File: src/rtl/f1_pkg.sv
// Shared types and constants for the F1 start-light sequencer.
package f1_pkg;

    typedef enum logic [1:0] {
        IDLE  = 2'd0,
        LIGHT = 2'd1,
        HOLD  = 2'd2
    } state_t;

    localparam int LFSR_W = 7;
    localparam logic [LFSR_W-1:0] LFSR_TAPS = 7'b1100000;

    // One Fibonacci step of x^7+x^6+1: shift left, feedback enters at bit 0.
    function automatic logic [LFSR_W-1:0] lfsr_next(input logic [LFSR_W-1:0] cur);
        return {cur[LFSR_W-2:0], ^(cur & LFSR_TAPS)};
    endfunction

endpackage

File: src/rtl/lfsr7.sv
// Free-running 7-bit maximal-length LFSR used to randomise the hold time.
module lfsr7 import f1_pkg::*; #(
    parameter logic [LFSR_W-1:0] SEED = 7'h01
) (
    input  logic       clk,
    input  logic       rst,
    output logic [6:0] q
);

    logic [LFSR_W-1:0] q_r;

    // An all-zero state is a lock-up point of the sequence.
    if (SEED == 7'h00) begin : g_bad_seed
        $error("lfsr7: SEED must be nonzero");
    end

    // Shift every clock; only reset reloads the seed.
    always_ff @(posedge clk or posedge rst) begin
        if (rst) begin
            q_r <= SEED;
        end else begin
            q_r <= lfsr_next(q_r);
        end
    end

    assign q = q_r;

endmodule

File: src/rtl/f1_light_seq.sv
// F1 start-light sequencer: lights one LED per tick, holds for a random
// number of ticks, then blanks the lights and pulses go.
module f1_light_seq import f1_pkg::*; #(
    parameter int                WIDTH     = 8,
    parameter int                HOLD_BITS = 3,
    parameter int                MIN_HOLD  = 2,
    parameter logic [LFSR_W-1:0] LFSR_SEED = 7'h01
) (
    input  logic             clk,
    input  logic             rst,
    input  logic             en,
    input  logic             trigger,
    input  logic             tick,
    output logic             tick_en,
    output logic [WIDTH-1:0] data_out,
    output logic             busy,
    output logic             go
);

    localparam int HC_W = HOLD_BITS + 1;
    localparam logic [HC_W-1:0] HOLD_LAST = HC_W'(1);

    if (MIN_HOLD < 1 || (MIN_HOLD + (2 ** HOLD_BITS) - 1) > ((2 ** HC_W) - 1)) begin : g_bad_hold
        $error("f1_light_seq: MIN_HOLD out of range for hold counter");
    end
    if (HOLD_BITS < 1 || HOLD_BITS > LFSR_W || WIDTH < 2) begin : g_bad_size
        $error("f1_light_seq: illegal WIDTH/HOLD_BITS");
    end

    state_t            state_r;
    logic [WIDTH-1:0]  data_r;
    logic              busy_r;
    logic              go_r;
    logic              trig_q_r;
    logic [HC_W-1:0]   hold_cnt_r;
    logic [LFSR_W-1:0] lfsr_q_s;
    logic [HC_W-1:0]   hold_load_s;
    logic              trig_rise_s;
    logic              unused_lfsr_s;

    lfsr7 #(.SEED(LFSR_SEED)) u_lfsr (
        .clk (clk),
        .rst (rst),
        .q   (lfsr_q_s)
    );

    assign trig_rise_s   = trigger & ~trig_q_r;
    assign hold_load_s   = HC_W'(MIN_HOLD) + {1'b0, lfsr_q_s[HOLD_BITS-1:0]};
    assign unused_lfsr_s = ^lfsr_q_s;

    // Edge detector register; runs regardless of en so a level held while frozen is not a new edge.
    always_ff @(posedge clk or posedge rst) begin
        if (rst) begin
            trig_q_r <= 1'b0;
        end else begin
            trig_q_r <= trigger;
        end
    end

    // Sequencer FSM, light pattern and hold counter; all frozen while en is low.
    always_ff @(posedge clk or posedge rst) begin
        if (rst) begin
            state_r    <= IDLE;
            data_r     <= '0;
            busy_r     <= 1'b0;
            go_r       <= 1'b0;
            hold_cnt_r <= '0;
        end else begin
            go_r <= 1'b0;
            if (en) begin
                case (state_r)
                    IDLE: begin
                        data_r <= '0;
                        if (trig_rise_s) begin
                            state_r <= LIGHT;
                            busy_r  <= 1'b1;
                        end
                    end
                    LIGHT: begin
                        if (tick) begin
                            data_r <= {data_r[WIDTH-2:0], 1'b1};
                            // Lower bits already lit: this tick completes the row.
                            if (&data_r[WIDTH-2:0]) begin
                                state_r    <= HOLD;
                                hold_cnt_r <= hold_load_s;
                            end
                        end
                    end
                    HOLD: begin
                        if (tick) begin
                            if (hold_cnt_r == HOLD_LAST) begin
                                data_r  <= '0;
                                go_r    <= 1'b1;
                                busy_r  <= 1'b0;
                                state_r <= IDLE;
                            end else begin
                                hold_cnt_r <= hold_cnt_r - HC_W'(1);
                            end
                        end
                    end
                    default: begin
                        state_r <= IDLE;
                        data_r  <= '0;
                        busy_r  <= 1'b0;
                    end
                endcase
            end
        end
    end

    assign data_out = data_r;
    assign busy     = busy_r;
    assign go       = go_r;
    assign tick_en  = busy_r & en;

endmodule
File: config.mk
export PLATFORM = sky130hd
export DESIGN_NAME = f1_light_seq
export DESIGN_NICKNAME = d
export VERILOG_FILES = /design/src/rtl/f1_pkg.sv /design/src/rtl/lfsr7.sv /design/src/rtl/f1_light_seq.sv
export SDC_FILE = /design/constraint.sdc
export NUM_CORES = 1
export LEC_CHECK = 0
export BUFFER_PORTS_ARGS = -buffer_cell sky130_fd_sc_hd__buf_2
export CAP_MARGIN = 20
export CORE_MARGIN = 3
export CORE_UTILIZATION = 55
export DETAILED_ROUTE_END_ITERATION = 6
export PLACE_DENSITY = 0.78
export SLEW_MARGIN = 20
export SYNTH_ARGS = -nofsm -noshare
export SYNTH_HDL_FRONTEND = slang
export SYNTH_SLANG_ARGS = --single-unit
File: constraint.sdc
create_clock -name clk -period 4.25 [get_ports clk]
set_input_delay 0.2125 -clock clk [delete_from_list [all_inputs] [get_ports clk]]
set_output_delay 0.2125 -clock clk [all_outputs]
set_load 0.005 [all_outputs]
==> metrics, run 1 <==
status=completed; period utilisation layout=43.6%; type of origin of the critical path=flip-flop; die area=0.00242 sq mm; RR Startpoint=hold_cnt_r[0]$_DFFE_PP0P_; Sum Neg Setup Slack=0 ns; nets=114; Yosys top cell by area=dfrtp_1; Syn Inst Count=86; core box area=0.00163 sq mm; final wirelength=1.85 mm; final core utilization=73.0%; Design Area, Final=0.00119 sq mm; Post-CTS Hold Buffers=0; Setup CP Type=flip-flop to flip-flop; sw frac=25.3%; switching pwr=137 uW; CTS root buf=clkbuf_4; Skew-Pair Late Insertion Delay=0.30 ns; placed instance count=124; Ys Warns=0; DR WL/cell=14.4 um; Peak Freq=540 MHz; post-cts resize count=0; vias in the first global route=695; clock transition at the registers of the reported paths=0.13 ns; row count=14; Crit path required time=4.50 ns; share of synthesized registers carrying an async set or reset=100%; Final Skew=0.00434 ns; Via Count=696; Lkg Pwr=0.586 nW; distinct cell type count after synthesis=33; ANT nets after route=0; clk sinks=24; Flop pwr share=54.2%; initial core utilization=63.0%; Reg2Reg Capture Point=data_out[7]$_DFFE_PP0P_; setup violators final=0; antenna cell count=0; total CTS buffers=3; Yosys reg bits=24; Hold/Removal Path Class=input port to async pin; VDD IR max=0.000347 V; Placer Congestion=0.814; Crit Path Max Fanout=8; 1st-iter DRT viols=24; Max H-tree Level=1; Post-CTS Setup Inserts=0; PD cells=454 mW/mm^2; RSZ-0062 raised after global routing=false; synth top area cells=dfrtp_1 56%, a22o_2 4.9%, ha_1 3.7%; drt first pass iters=3; fraction of layout cells with a size suffix above 1=30.5%; clk buf depth=2; synthesized area=0.00103 sq mm; mean post-synth cell area=11.9 sq um; DIE WIDTH=49.2 um; initial antenna violation count=0; R2R setup slack=2.40 ns; Post-synth top flop=dfrtp_1; DRC=0; critical-path cell list=ha_1 -> nor3b_1 -> a21o_2 -> o211ai_1 -> a22o_2; final hold violations=0; Pint=403 uW; Ports=16; placed cell area=0.00113 sq mm; area fraction of the dominant cell type after synthesis=56.1%; largest net degree at the start of global routing=25; worst r2r path cells=5; area grow syn2layout=16.0%; Logic pwr share=16.3%; CTS tree=yes; max_cap viols=0; count leader, synth=dfrtp_1; total track usage=16.9%; slew margin rel.=43.0%; Vias/cell=5.40; Mapped Nets=94; # port buffers=15; CP max stage delay=0.50 ns; Critical Path End Type=flip-flop; Slew @ Worst Pin=0.854 ns; Arr. time, crit path=2.10 ns; Post-synth EDFFs=0; Final min period=1.85 ns; Post-synth top cells=23 x dfrtp_1, 8 x inv_1, 5 x a22o_2, 5 x o21ai_0, 4 x nand3_1; Pins Over Slew Limit=0; sequential area share after synthesis=58.7%; Slowest-stage cell, CP=o211ai_1; Chip Height=49.2 um; total global routing overflow=0; Non-Filler Instances=129; Power Total=540 uW; global-route wire length before repair=3.13 mm; clock network power share=29.4%; HPWL after DPL=1.34 mm
power by group through the flow:
stage	Combinational, mW	Clock, mW	Sequential, mW
finish	0.0882	0.159	0.293
global route	0.0989	0.178	0.298
detailed placement	0.0886	0	0.297
global placement	0.0860	0	0.295
floorplan	0.0512	0	0.292
CTS	0.0887	0.164	0.293
flip-flops by register name, indices dropped and copies added, names as in the netlist:
register    count
hold_cnt_r      4
u_lfsr.q        7
go              1
busy            1
state_r         2
trig_q_r        1
data_out        8
how the worst max path moves through the flow:
stage	start	endpoint	slack, ns	depth (start not counted)
floorplan	hold_cnt_r[0]$_DFFE_PP0P_	data_out[1]$_DFFE_PP0P_	2.61	5
global placement	hold_cnt_r[0]$_DFFE_PP0P_	data_out[2]$_DFFE_PP0P_	2.47	5
detailed placement	hold_cnt_r[0]$_DFFE_PP0P_	data_out[7]$_DFFE_PP0P_	2.42	5
CTS	hold_cnt_r[0]$_DFFE_PP0P_	data_out[7]$_DFFE_PP0P_	2.40	5
global route	hold_cnt_r[0]$_DFFE_PP0P_	data_out[1]$_DFFE_PP0P_	2.24	5
finish	hold_cnt_r[0]$_DFFE_PP0P_	data_out[7]$_DFFE_PP0P_	2.40	5
layout make-up:
cell class / count / area (sq um)
Inverter: 8 / 30.0
Timing Repair Buffer: 16 / 85.1
Sequential cell: 24 / 602
Clock buffer: 3 / 22.5
Fill cell: 113 / 439
Multi-Input combinational cell: 53 / 390
Tap cell: 24 / 30.0
Clock inverter: 1 / 30.0
logic make-up (layout without fill, tap and decap cells):
kind of cell / after synthesis / after routing / share of synthesized area [%]
mux: 1 / 1 / 0.976
fa+ha+maj: 3 / 3 / 3.66
flops: 24 / 24 / 58.7
compound gates: 24 / 24 / 17.3
xor+xnor: 1 / 1 / 0.854
buf+inv: 9 / 28 / 3.29
simple gates: 24 / 24 / 15.2
per-stage QoR:
| stage | setup slack [ns] | hold WS [ns] |
|---|---|---|
| 3_5_place_dp | 2.42 | 0.337 |
| 2_1_floorplan | 2.61 | 0.226 |
| 5_1_grt | 2.24 | 0.114 |
| 6_report | 2.40 | 0.0598 |
| 4_1_cts | 2.40 | 0.00542 |
| 3_3_place_gp | 2.47 | 0.335 |
worst max-delay path: cells and delay by family, from the launching register on:
family / cells / cell delay [ns]
compound gates: 3 / 0.96
flops: 1 / 0.46
fa+ha+maj: 1 / 0.22
simple gates: 1 / 0.16
layer usage:
layer	track usage [%]	share of wire [%]	routed length, um	up-vias
li1	-	-	-	348
met1	23.3	47	869	336
met2	26.1	50	922	10
met3	2.75	2.6	48	2
met4	7.11	0.65	12	0
met5	0	0	0	-
layout by cell type (no fill, tap or decap), types with 2 or more instances in the layout:
master / n
ha_1: 3
dfrtp_1: 23
nand2b_1: 3
a22oi_1: 2
a22o_2: 5
clkbuf_4: 3
a21oi_1: 3
nor2_1: 3
o21ai_0: 5
o22ai_1: 2
inv_1: 8
a22o_1: 2
nand3_1: 4
buf_2: 15
a21o_2: 2
nor3_1: 2
Note: power is estimated with default switching activity, not from simulation.
==> inputs of run 2 (changes only) <==
--- a/config.mk
+++ b/config.mk
@@ -8,9 +8,9 @@
 export BUFFER_PORTS_ARGS = -buffer_cell sky130_fd_sc_hd__buf_2
 export CAP_MARGIN = 20
 export CORE_MARGIN = 3
-export CORE_UTILIZATION = 55
+export CORE_UTILIZATION = 48
 export DETAILED_ROUTE_END_ITERATION = 6
-export PLACE_DENSITY = 0.78
+export PLACE_DENSITY = 0.72
 export SLEW_MARGIN = 20
 export SYNTH_ARGS = -nofsm -noshare
 export SYNTH_HDL_FRONTEND = slang
==> constraint.sdc (replaced) <==
create_clock -name clk -period 1.7 [get_ports clk]
set_input_delay 0.085 -clock clk [delete_from_list [all_inputs] [get_ports clk]]
set_output_delay 0.085 -clock clk [all_outputs]
set_load 0.005 [all_outputs]
==> run 2 against run 1 <==
Against the previous run: largest cell class unchanged; register-to-register slack worse by 2.3 ns; largest power group unchanged; wire length increased by 6.3%; total power grew 130%; critical endpoint is now hold_cnt_r[0]$_DFFE_PP0P_; sequential cell count unchanged.
==> metrics, run 2 (synthesis results as in run 1) <==
VDD IR max=0.000704 V (+100%); Max H-tree Level=1 (unchanged); Critical Path End Type=flip-flop; Pins Over Slew Limit=0 (unchanged); Reg2Reg Capture Point=hold_cnt_r[0]$_DFFE_PP0P_; status=completed; placed cell area=0.00116 sq mm (+3.0%); final hold violations=0 (unchanged); DIE WIDTH=52.2 um (+6.2%); antenna cell count=0 (unchanged); Worst Hold Launch=en; row count=16 (+2); DR WL/cell=14.2 um (-1.3%); Lkg Pwr=0.616 nW (+5.1%); global-route wire length before repair=3.24 mm (+3.8%); worst hold slack=0.0184 ns (-0.0413 ns); max_cap viols=0 (unchanged); Sum Neg Setup Slack=0 ns (unchanged); Setup CP Type=flip-flop to flip-flop; PD cells=997 mW/mm^2 (+120%); Peak Freq=615 MHz (+14%); nets=121 (+6.1%); Placer Congestion=0.838 (+3.0%); Vias/cell=5.40 (+0.14%); type of origin of the critical path=flip-flop; core box area=0.00200 sq mm (+23%); most common cell after layout, fill and taps aside=dfrtp_1; setup ws final=0.0743 ns (-2.32 ns); critical-path cell list=inv_1 -> ha_1 -> nor3b_4 -> buf_4 -> nor3_4 -> or2_4 -> o221a_1; Slew @ Worst Pin=0.545 ns (-0.309 ns); CTS tree=yes; HPWL after DPL=1.38 mm (+3.0%); Final min period=1.63 ns (-0.227 ns); total CTS buffers=3 (unchanged); worst r2r path cells=7 (+2); total global routing overflow=0 (unchanged); RR Startpoint=hold_cnt_r[1]$_DFFE_PP0P_; ANT nets after route=0 (unchanged); Design Area, Final=0.00124 sq mm (+4.4%); clk buf depth=2 (unchanged); Hold Path Sink=busy$_DFFE_PP0P_; R2R setup slack=0.07 ns (-2.32 ns); area grow syn2layout=21.1%; fraction of layout cells with a size suffix above 1=34.8% (+4.3 points); total track usage=16.5% (-0.40 points); Crit Path Max Fanout=4 (-4); setup violators final=0 (unchanged); hold path depth=2; slew margin rel.=63.5% (+21 points); Power Total=1.24 mW (+130%); CTS root buf=clkbuf_4; Crit path required time=1.91 ns (-2.59 ns); final wirelength=1.97 mm (+6.3%); Via Count=751 (+7.9%); pre-CTS WS=-0.100 ns (-2.52 ns); final-layout fill cell count=169 (+50%); Non-Filler Instances=139 (+7.8%); vias in the first global route=728 (+4.7%); 1st-iter DRT viols=10 (-58%); CP max stage delay=0.40 ns (-0.10 ns); placed instance count=131 (+5.6%); Ports=16 (unchanged); period utilisation layout=95.6% (+52 points); Skew-Pair Late Insertion Delay=0.31 ns (about the same); Final Skew=0.0117 ns (+0.00739 ns); die area=0.00273 sq mm (+13%); drt first pass iters=4 (+1); Chip Height=52.2 um (+6.2%); Slowest-stage cell, CP=dfrtp_1; worst path bufs/invs=2 (+2); clk sinks=24 (unchanged); Arr. time, crit path=1.84 ns (-0.26 ns); max reg flops=8 (unchanged); largest net degree at the start of global routing=25 (unchanged); final core utilization=62.1% (-11 points); most frequent cells in the layout=23 x dfrtp_1, 15 x buf_2, 8 x inv_1; # port buffers=15 (unchanged); Largest delay share family, worst path=simple AND/OR/NAND/NOR gates; initial antenna violation count=0 (unchanged); clock transition at the registers of the reported paths=0.13 ns (about the same); Hold/Removal Path Class=input port to flip-flop; DRC=0 (unchanged); initial core utilization=51.2% (-12 points)
## run 2: cell count changes in the layout (fill, tap and decap cells not counted), sizes merged
cell / delta
buf: +6
bufinv: -1
clkbuf: +1
dlygate4sd3: +1
## run 2: worst reg2reg max path, stage by stage, from the launching register on
cell and delay [ns]:
dfrtp_1 0.40, inv_1 0.10, ha_1 0.16, nor3b_4 0.19, buf_4 0.15, nor3_4 0.04, or2_4 0.26, o221a_1 0.24
## run 2: how the worst max path moves through the flow
stage / slack (ns) / start / cells past startpoint / to
after floorplan: 0.06 / hold_cnt_r[0]$_DFFE_PP0P_ / 5 / data_out[1]$_DFFE_PP0P_
after global placement: -0.02 / hold_cnt_r[1]$_DFFE_PP0P_ / 6 / data_out[2]$_DFFE_PP0P_
after detailed placement: -0.10 / hold_cnt_r[1]$_DFFE_PP0P_ / 6 / data_out[3]$_DFFE_PP0P_
after CTS: 0.07 / hold_cnt_r[1]$_DFFE_PP0P_ / 7 / hold_cnt_r[0]$_DFFE_PP0P_
after global routing: -0.01 / hold_cnt_r[1]$_DFFE_PP0P_ / 7 / hold_cnt_r[0]$_DFFE_PP0P_
final: 0.07 / hold_cnt_r[1]$_DFFE_PP0P_ / 7 / hold_cnt_r[0]$_DFFE_PP0P_
## run 2: cell type report
type / count / area, sq um / area share (%)
well taps: 27 / 33.8 / 2.72
clock buffers: 4 / 26.3 / 2.11
inverters: 8 / 30.0 / 2.42
flip-flops and latches: 24 / 602 / 48.4
repair buffers: 23 / 140 / 11.3
multi-input cells: 53 / 410 / 33.0
## run 2: routing by layer
metal / wire length (um) / track usage, % / part of all wire, % / up-vias
li1: - / - / - / 358
met1: 926 / 22.8 / 47 / 370
met2: 935 / 24.3 / 47 / 19
met3: 76 / 3.42 / 3.9 / 4
met4: 31 / 8.51 / 1.6 / 0
met5: 0 / 0 / 0 / -
## run 2: repair_timing
| action | in CTS | in global routing |
|---|---|---|
| hold buffers | 2 | 0 |
| pin swaps | 1 | 1 |
| resized for setup | 1 | 3 |
| hold endpoints to repair | 24 | 0 |
| setup buffers | 1 | 1 |
| setup endpoints to repair | 9 | 3 |
## run 2: power by group
part	leakage (nW)	total [mW]	switching, mW	internal (mW)
logic	0.297	0.245	0.111	0.134
registers	0.304	0.742	0.0879	0.654
clock network	0.0150	0.251	0.160	0.0915
total	0.616	1.24	0.359	0.880
==> inputs of run 3 (changes only) <==
--- a/config.mk
+++ b/config.mk
@@ -5,10 +5,11 @@
 export SDC_FILE = /design/constraint.sdc
 export NUM_CORES = 1
 export LEC_CHECK = 0
+export ABC_AREA = 1
 export BUFFER_PORTS_ARGS = -buffer_cell sky130_fd_sc_hd__buf_2
-export CAP_MARGIN = 20
+export CAP_MARGIN = 10
 export CORE_MARGIN = 3
-export CORE_UTILIZATION = 48
+export CORE_UTILIZATION = 49
 export DETAILED_ROUTE_END_ITERATION = 6
 export PLACE_DENSITY = 0.72
 export SLEW_MARGIN = 20
==> run 3 against run 2 <==
Against the previous run: synthesized cell count is 56% higher; design area is 6.5% higher; sequential share of layout area is 3.0 points lower; clock power hardly changed; worst hold slack better by 0.013 ns; wire length is 2.6% higher; worst setup slack better by 0.29 ns; synthesized area is 12% higher; die area is 8.8% higher.
==> metrics, run 3 <==
CTS tree=yes; Crit path required time=1.96 ns (+0.05 ns); HPWL after DPL=1.56 mm (+13%); Logic pwr share=42.9% (+23 points); final-layout fill cell count=192 (+14%); Post-CTS Setup Inserts=0 (-1); setup ws final=0.361 ns (+0.287 ns); 1st-iter DRT viols=9 (-1); PD cells=1390 mW/mm^2 (+40%); Final Skew=0.00270 ns (-0.00902 ns); clock transition at the registers of the reported paths=0.12 ns (about the same); Sum Neg Setup Slack=0 ns (unchanged); final hold violations=0 (unchanged); initial antenna violation count=0 (unchanged); max_cap viols=0 (unchanged); Crit Path Max Fanout=4 (unchanged); clk buf depth=2 (unchanged); Pins Over Slew Limit=0 (unchanged); total CTS buffers=3 (unchanged); total global routing overflow=0 (unchanged); Vias/cell=4.78 (-11%); Slew @ Worst Pin=0.456 ns (-0.0892 ns); Chip Height=54.5 um (+4.3%); Skew-Pair Late Insertion Delay=0.31 ns (about the same); multi-input logic area=497 sq um (+21%); RSZ-0062 raised after global routing=false; initial core utilization=55.3% (+4.0 points); Yosys reg bits=24 (unchanged); final core utilization=63.6% (+1.5 points); Post-synth top flop=dfrtp_1; distinct cell type count after synthesis=21 (-36%); DR WL/cell=11.0 um (-23%); Hold/Removal Path Class=input port to flip-flop; setup violators final=0 (unchanged); global-route wire length before repair=3.71 mm (+14%); FF+latch area=602 sq um (unchanged); Via Count=880 (+17%); Setup CP Type=flip-flop to flip-flop; Peak Freq=747 MHz (+21%); Non-Filler Instances=184 (+32%); Final min period=1.34 ns (-0.287 ns); DIE WIDTH=54.5 um (+4.3%); Post-synth EDFFs=0 (unchanged); Pint=1.06 mW (+20%); most common cell after layout, fill and taps aside=nand2_1; drt first pass iters=4 (unchanged); Ports=16 (unchanged); most frequent cells in the layout=52 x nand2_1, 23 x dfrtp_1, 15 x buf_2; mean post-synth cell area=8.59 sq um (-28%); Syn Inst Count=134 (+56%); type of origin of the critical path=flip-flop; share of synthesized registers carrying an async set or reset=100% (unchanged); largest net degree at the start of global routing=14 (-44%); Flop pwr share=43.4% (-16 points); Max H-tree Level=1 (unchanged); core box area=0.00208 sq mm (+4.0%); R2R setup slack=0.36 ns (+0.29 ns); die area=0.00297 sq mm (+8.8%); Power Total=1.85 mW (+49%); Critical Path End Type=flip-flop; synthesized area=0.00115 sq mm (+12%); sw frac=42.7% (+14 points); ANT nets after route=0 (unchanged); # port buffers=15 (unchanged); sequential area share after synthesis=52.3% (-6.4 points); synth top area cells=dfrtp_1 50%, nand2_1 17%, nand3_1 4.8%; final wirelength=2.02 mm (+2.6%); period utilisation layout=78.8% (-17 points); Ys Warns=0 (unchanged); placed instance count=177 (+35%); count leader, synth=nand2_1; row count=16 (unchanged); switching pwr=788 uW (+120%); Lkg Pwr=0.747 nW (+21%); vias in the first global route=907 (+25%); Mapped Nets=142 (+51%); fraction of layout cells with a size suffix above 1=24.8% (-10 points); total track usage=17.3% (+0.81 points); Yosys top cell by area=dfrtp_1; DRC=0 (unchanged); area grow syn2layout=15.0%; slew margin rel.=69.6% (+6.0 points); Post-synth top cells=52 x nand2_1, 23 x dfrtp_1, 11 x nand3_1; VDD IR max=0.00101 V (+44%); clk sinks=24 (unchanged); antenna cell count=0 (unchanged); Placer Congestion=0.755 (-9.9%); Arr. time, crit path=1.60 ns (-0.24 ns); area fraction of the dominant cell type after synthesis=50.0% (-6.1 points); max reg flops=8 (unchanged); pre-CTS WS=0.392 ns (+0.492 ns); nets=166 (+37%); status=completed; CTS root buf=clkbuf_4; clock network power share=13.7% (-6.6 points)
[run 3: changes by cell type in the layout (fill, tap and decap cells not counted), sizes merged, moves of 5 or more]
cell and change:
nand2 +59, nand3 +8, a22o -7, inv +6, buf -5, nor2 +8
[run 3: cells by family (layout without fill, tap and decap cells)]
logic type	after synthesis	count (layout)	synth area share, %
simple gates	85	85	35.0
flops	24	24	52.3
buf+inv	14	37	4.57
compound gates	5	5	2.50
fa+ha+maj	3	3	3.26
xor+xnor	2	2	1.52
mux	1	1	0.870
[run 3: power by group through the flow]
stage / clock network, mW / registers (mW) / logic, mW
finish: 0.253 / 0.801 / 0.792
CTS: 0.263 / 0.800 / 0.802
global placement: 0 / 0.803 / 0.782
detailed placement: 0 / 0.809 / 0.798
global route: 0.295 / 0.824 / 0.907
floorplan: 0 / 0.797 / 0.619
[run 3: through the flow]
step / hold slack [ns] / cell area [sq um]
6_report: 0.0315 / 1320
5_1_grt: 0.0396 / 1320
4_1_cts: 0.0270 / 1320
3_5_place_dp: 0.116 / 1270
3_3_place_gp: 0.113 / 1270
2_1_floorplan: 0.0989 / 1150
[run 3: area by class of cell]
type                    count  share of cell area [%]
inverters                  14                    3.97
multi-input cells          96                    37.5
repair buffers             19                    8.51
well taps                  27                    2.55
clock buffers               4                    1.98
flip-flops and latches     24                    45.5
[run 3: final timing paths]
check / from / endpoint / depth (start not counted)
setup reg to reg: hold_cnt_r[1]$_DFFE_PP0P_ / hold_cnt_r[1]$_DFFE_PP0P_ / 9
min in group asynchronous: rst / hold_cnt_r[0]$_DFFE_PP0P_ / 3
hold reg to reg: u_lfsr.q[3]$_DFF_PP0_ / u_lfsr.q[4]$_DFF_PP0_ / 0
max in group asynchronous: rst / data_out[5]$_DFFE_PP0P_ / 4
setup / recovery: hold_cnt_r[1]$_DFFE_PP0P_ / hold_cnt_r[1]$_DFFE_PP0P_ / 9
hold / removal: en / go$_DFF_PP0_ / 3
[run 3: repair_timing]
item                                    in CTS  in global routing
endpoints found under the setup margin       0                  0
hold buffers                                 3                  0
hold endpoints to repair                    13                  0
gates resized for setup                      0                  0
[run 3: critical path, stage by stage, from the launching register on]
cell and delay, ns:
dfrtp_1 0.39, inv_1 0.07, ha_1 0.21, nand2_1 0.11, nand2_2 0.09, nand2_2 0.09
nand2_2 0.07, nor2_4 0.12, nand2_1 0.07, nand2_1 0.06
[run 3: metal layers]
layer | wire (um) | global-route usage, % | vias up
li1 | - | - | 459
met1 | 943 | 20.8 | 411
met2 | 996 | 29.1 | 8
met3 | 62 | 5.72 | 2
met4 | 18 | 5.39 | 0
met5 | 0 | 0 | -
